File: src/rtl/imem_arbiter.sv
`timescale 1ns/1ps
`default_nettype none
// ============================================================================
// Module      : imem_arbiter
// Description : Shares a single-port, 1-cycle synchronous-read instruction
//               memory between the core fetch unit and the program loader.
//               Round-robin arbitration, loader lock mode and a fetch
//               response path with a one-entry hold register for
//               backpressure.
// Revision    : 1.0 - initial release
// ============================================================================
module imem_arbiter #(
    parameter int ADDR_WIDTH = 11,
    parameter int DATA_WIDTH = 64,
    parameter int DATA_BYTES = DATA_WIDTH / 8
) (
    input  logic                  clk,
    input  logic                  rst_n,
    // fetch port
    input  logic                  i_f_req,
    input  logic [ADDR_WIDTH-1:0] i_f_addr,
    output logic                  o_f_gnt,
    output logic                  o_f_rvalid,
    output logic [DATA_WIDTH-1:0] o_f_rdata,
    input  logic                  i_f_rready,
    // loader port
    input  logic                  i_l_req,
    input  logic                  i_l_we,
    input  logic [ADDR_WIDTH-1:0] i_l_addr,
    input  logic [DATA_WIDTH-1:0] i_l_wdata,
    input  logic [DATA_BYTES-1:0] i_l_wen,
    input  logic                  i_l_lock,
    output logic                  o_l_gnt,
    output logic                  o_l_rvalid,
    output logic [DATA_WIDTH-1:0] o_l_rdata,
    // memory port
    output logic [ADDR_WIDTH-1:0] o_m_addr,
    output logic [DATA_WIDTH-1:0] o_m_wdata,
    output logic [DATA_BYTES-1:0] o_m_wen,
    input  logic [DATA_WIDTH-1:0] i_m_rdata
);

    // Round-robin pointer holds the last winner; the other side wins a tie.
    localparam logic       c_RR_FETCH  = 1'b0;
    localparam logic       c_RR_LOADER = 1'b1;

    localparam logic [1:0] c_ST_EMPTY  = 2'd0;
    localparam logic [1:0] c_ST_BYPASS = 2'd1;
    localparam logic [1:0] c_ST_HOLD   = 2'd2;

    logic                  r_rr_ptr;
    logic [ADDR_WIDTH-1:0] r_last_addr;
    logic [1:0]            r_f_state;
    logic [DATA_WIDTH-1:0] r_hold;
    logic                  r_l_rvalid;

    logic                  w_f_rvalid;
    logic                  w_fetch_ok;
    logic                  w_load_ok;
    logic                  w_f_gnt;
    logic                  w_l_gnt;

    // A fetch may only be accepted when its response slot will be free next
    // cycle. Both requests are masked while reset is asserted so that no
    // memory write can leak out during a mid-operation reset.
    assign w_f_rvalid = (r_f_state != c_ST_EMPTY);
    assign w_fetch_ok = rst_n & i_f_req & ~i_l_lock & (~w_f_rvalid | i_f_rready);
    assign w_load_ok  = rst_n & i_l_req;
    assign w_f_gnt    = w_fetch_ok & (~w_load_ok | (r_rr_ptr == c_RR_LOADER));
    assign w_l_gnt    = w_load_ok  & (~w_fetch_ok | (r_rr_ptr == c_RR_FETCH));

    assign o_f_gnt    = w_f_gnt;
    assign o_l_gnt    = w_l_gnt;
    assign o_f_rvalid = w_f_rvalid;
    assign o_l_rvalid = r_l_rvalid;
    assign o_l_rdata  = r_l_rvalid ? i_m_rdata : '0;

    // Memory drive: granted address, otherwise park on the last used address.
    always_comb begin
        o_m_addr  = r_last_addr;
        o_m_wen   = '0;
        o_m_wdata = i_l_wdata;
        if (w_f_gnt) begin
            o_m_addr = i_f_addr;
        end else if (w_l_gnt) begin
            o_m_addr = i_l_addr;
            if (i_l_we) begin
                o_m_wen = i_l_wen;
            end
        end
    end

    // Fetch read data comes straight from memory, or from the hold register
    // once the consumer has stalled.
    always_comb begin
        o_f_rdata = '0;
        if (r_f_state == c_ST_BYPASS) begin
            o_f_rdata = i_m_rdata;
        end else if (r_f_state == c_ST_HOLD) begin
            o_f_rdata = r_hold;
        end
    end

    // Arbitration history: winner pointer and parked address.
    always_ff @(posedge clk or negedge rst_n) begin
        if (!rst_n) begin
            r_rr_ptr    <= c_RR_LOADER;
            r_last_addr <= '0;
        end else begin
            if (w_f_gnt) begin
                r_rr_ptr    <= c_RR_FETCH;
                r_last_addr <= i_f_addr;
            end else if (w_l_gnt) begin
                r_rr_ptr    <= c_RR_LOADER;
                r_last_addr <= i_l_addr;
            end
        end
    end

    // Fetch response FSM with hold register for backpressure.
    always_ff @(posedge clk or negedge rst_n) begin
        if (!rst_n) begin
            r_f_state <= c_ST_EMPTY;
            r_hold    <= '0;
        end else begin
            case (r_f_state)
                c_ST_EMPTY: begin
                    if (w_f_gnt) begin
                        r_f_state <= c_ST_BYPASS;
                    end
                end
                c_ST_BYPASS: begin
                    if (i_f_rready) begin
                        r_f_state <= w_f_gnt ? c_ST_BYPASS : c_ST_EMPTY;
                    end else begin
                        r_hold    <= i_m_rdata;
                        r_f_state <= c_ST_HOLD;
                    end
                end
                c_ST_HOLD: begin
                    if (i_f_rready) begin
                        r_f_state <= w_f_gnt ? c_ST_BYPASS : c_ST_EMPTY;
                    end
                end
                default: begin
                    r_f_state <= c_ST_EMPTY;
                end
            endcase
        end
    end

    // Loader reads return one cycle after grant; writes are silent.
    always_ff @(posedge clk or negedge rst_n) begin
        if (!rst_n) begin
            r_l_rvalid <= 1'b0;
        end else begin
            r_l_rvalid <= w_l_gnt & ~i_l_we;
        end
    end

endmodule
`default_nettype wire

File: config.mk
export PLATFORM = sky130hd
export DESIGN_NAME = imem_arbiter
export DESIGN_NICKNAME = d
export VERILOG_FILES = /design/src/rtl/imem_arbiter.sv
export SDC_FILE = /design/constraint.sdc
export NUM_CORES = 1
export LEC_CHECK = 0
export BUFFER_PORTS_ARGS = -buffer_cell sky130_fd_sc_hd__buf_2
export CAP_MARGIN = 15
export CORE_AREA = 5 5 145 147
export CTS_BUF_LIST = sky130_fd_sc_hd__clkbuf_4
export CTS_CLUSTER_SIZE = 30
export DETAILED_ROUTE_END_ITERATION = 8
export DIE_AREA = 0 0 150 152
export PLACE_DENSITY = 0.62
export REMOVE_ABC_BUFFERS = 1
export SLEW_MARGIN = 30
export SYNTH_ARGS = -nofsm -noshare
export SYNTH_HDL_FRONTEND = slang
export SYNTH_SLANG_ARGS = --single-unit
File: constraint.sdc
create_clock -name clk -period 3.4 [get_ports clk]
set_input_delay 0.68 -clock clk [delete_from_list [all_inputs] [get_ports clk]]
set_output_delay 0.68 -clock clk [all_outputs]
set_load 0.02 [all_outputs]
==> key figures <==
Critical path
  – Setup Crit Path Kind: reg2out
  – Slowest Stage Delay on Critical Path: 530 ps
  – Crit path max fanout: 13
  – Startpoint types: register
  – Critical-path cell list: o21bai_2, nand3_1, mux2_1, buf_2
  – Worst Setup End Kind: output pin
  – CP max-delay cell: mux2_1
  – Worst EP arrival: 2300 ps
  – Worst path buffer plus inverter count: 1
  – Critical path required time: 2720 ps
  – Crit path max-delay family: multiplexers

Logic synthesis
  – Count of different cell masters after synthesis: 25
  – Synth area leader: dfrtp_1
  – Cell area after synthesis: 4730 µm²
  – XOR/XNOR Fraction of Synth Area: 0%
  – Post-synthesis simple-gate area fraction: 10.8%
  – Post-Synth Adder-Cell Area: 0%
  – #FFs+latches synth: 79
  – Area share of the largest cell type after synthesis: 41.2%
  – Share of the yosys chip area belonging to registers: 41.8%
  – Synth Warn #: 0
  – Post-synthesis compound-gate area fraction: 12.9%
  – Main combinational cell family by area after synthesis: multiplexers
  – Mux cell area share after synthesis: 20.5%
  – Gate Count Post-Synth: 411
  – Post-Syn Area per Cell: 11.5 µm²
  – Synth area leaders: dfrtp_1 41%, mux2_1 16%, a22o_1 12%

Placed design
  – IO Port Bufs: 251
  – HPWL after detailed placement: 14000 µm
  – Post-DP Area: 5750 µm²
  – Routability Congestion: 0.712
  – Setup slack at placement: 514 ps

Timing
  – Setup Viol. Count Final: 0
  – Worst-Margin Slew: 625 ps
  – PnR worst setup slack: 416 ps
  – RSZ-0062 raised after global routing: no
  – TNS Setup: 0 ps
  – Crit path time final: 2980 ps
  – Max Clk Rate: 0.335 GHz
  – Worst Skew: 20.0 ps
  – Final period utilization: 87.8%
  – Final hold vios: 0
  – Slew margin rel.: 58.2%
  – Slew Limit Fails: 0

GRT
  – GRT Residual Overflow: 0
  – First-pass GRT wire length: 25300 µm
  – GRT Overall Usage: 15.0%
  – Vias in the first global route: 3876
  – Initial antenna violation count: 2
  – Largest net degree at the start of global routing: 66

Finish
  – Most common cell after layout, fill and taps aside: buf_2
  – Fin nets: 751
  – Register Area: 1980 µm²
  – Commonest cells after routing, fill and taps aside: 250 x buf_2, 77 x dfrtp_1, 67 x mux2_1
  – Post-Layout Inst Area: 5950 µm²
  – Fill cells: 2091
  – Share of layout cells above drive strength 1: 51.0%
  – Multi-input gate area: 2100 µm²
  – Area delta synth->final: 25.8%

Clocking
  – Worst skew pair latency: 440 ps
  – Max clock buf depth: 2
  – Post-CTS Setup Inserts: 0
  – Worst-path clk slew: 140 ps
  – CTS-repair resized insts: 0
  – CTS tree: built
  – CTS sink count: 79
  – H-tree depth: 3
  – CTS Hold Buffers Added: 0
  – Num CTS Buffers: 9
  – Root Driver: clkbuf_4

Drt
  – Routed wire length: 17600 µm
  – Initial drt markers: 87
  – WL/cell: 20.4 µm
  – Antenna Nets Post-Route: 0
  – Drc violations: 0
  – Vias per cell: 4.43
  – Via total after detailed routing: 3812
  – Initial DRT Pass Iterations: 4

Pwr
  – Leak: 3.17 nW
  – Internal cell power: 1.97 mW
  – Total power draw: 2.77 mW
  – P_sw: 0.793 mW
  – Pwr Density: 465 nW/µm²
  – Combinational power share: 24.3%
  – Clock power frac: 28.4%
  – Max VDD drop: 0.000196 V
  – Seq pwr share: 47.3%
  – Sw Share: 28.7%

Run
  – Max-Cap Viols: 0

Floorplanning
  – IO Pins: 380
  – Initial Util: 23.9%
  – Die X: 150 µm
  – DIE AREA: 22800 µm²
  – Cell row count: 52
  – Core area: 19800 µm²
  – Chip Height: 152 µm

Hold path
  – Min-Delay Path Class: in2async

Outcome
  – Status: complete, no violations
[cell usage after synthesis]
cell and count:
nand2b_1 1, and2_1 64, o21ba_2 1, nor2b_2 1
and3b_1 1, nand3_1 1, o21bai_2 1, mux2_1 67
a31oi_2 1, buf_4 64, or2_2 1, inv_1 1
nor2b_1 2, a21oi_1 2, and2b_1 1, a31oi_1 1
and3_1 8, a22o_1 64, clkbuf_1 9, buf_6 7
buf_2 14, nand2_1 1, mux2_2 19, dfstp_2 1
dfrtp_1 78
[stage by stage]
| stage | utilization (%) | hold WS, ps | cells |
|---|---|---|---|
| floorplan | - | 384 | 317 |
| global placement | 29.1 | 468 | 845 |
| detailed placement | 29.1 | 476 | 845 |
| CTS | 30.1 | 237 | 860 |
| global route | 30.1 | 262 | 861 |
| finish | 30.1 | 289 | 861 |
[sequential cells by signal, summed over array words and instances, names as in the netlist]
| signal | count |
|---|---|
| r_hold | 64 |
| r_last_addr | 11 |
| r_f_state | 2 |
| o_l_rvalid | 1 |
| r_rr_ptr | 1 |
[area by class of cell]
type,count,area share (%)
timing repair buffer,258,22.2
clock buffer,11,1.39
sequential,79,33.3
antenna,1,0.0420
clock inverter,4,2.02
multi-input combinational,237,35.3
tap,270,5.67
inverter,1,0.0630
[worst paths after layout]
check                             startpoint          end  slack [ps]  cells past startpoint
worst min-delay path                   rst_n   o_l_rvalid         290                      2
worst max register to register  r_f_state[0]   r_hold[37]        1320                      5
worst min register to register    r_hold[24]   r_hold[24]         500                      1
max in group asynchronous              rst_n   r_hold[37]        2630                      2
worst max-delay path            r_f_state[1]  o_m_addr[5]         420                      4
min in group clk                      i_l_we   o_l_rvalid         450                      2
[logic make-up after synthesis]
logic type	after synthesis
AND/OR/NAND/NOR	81
flip-flops	79
AO/OA/AOI/OAI	70
multiplexers	86
buffers and inverters	95
[power groups by stage]
stage / registers (mW) / logic, mW / clock network, mW
after floorplan: 1.30 / 0.443 / 0
after global placement: 1.32 / 0.672 / 0
after detailed placement: 1.33 / 0.685 / 0
after CTS: 1.31 / 0.686 / 0.840
after global routing: 1.34 / 0.742 / 0.875
final: 1.31 / 0.672 / 0.786
[layer usage]
metal	GRT usage (%)	part of all wire [%]	up-vias
met3	14.2	21	21
met1	16.4	38	1750
met2	20.3	39	292
met4	3.62	1.3	6
met5	6.96	1.1	-
li1	-	-	1743
Power figures use the tool's default switching activity.
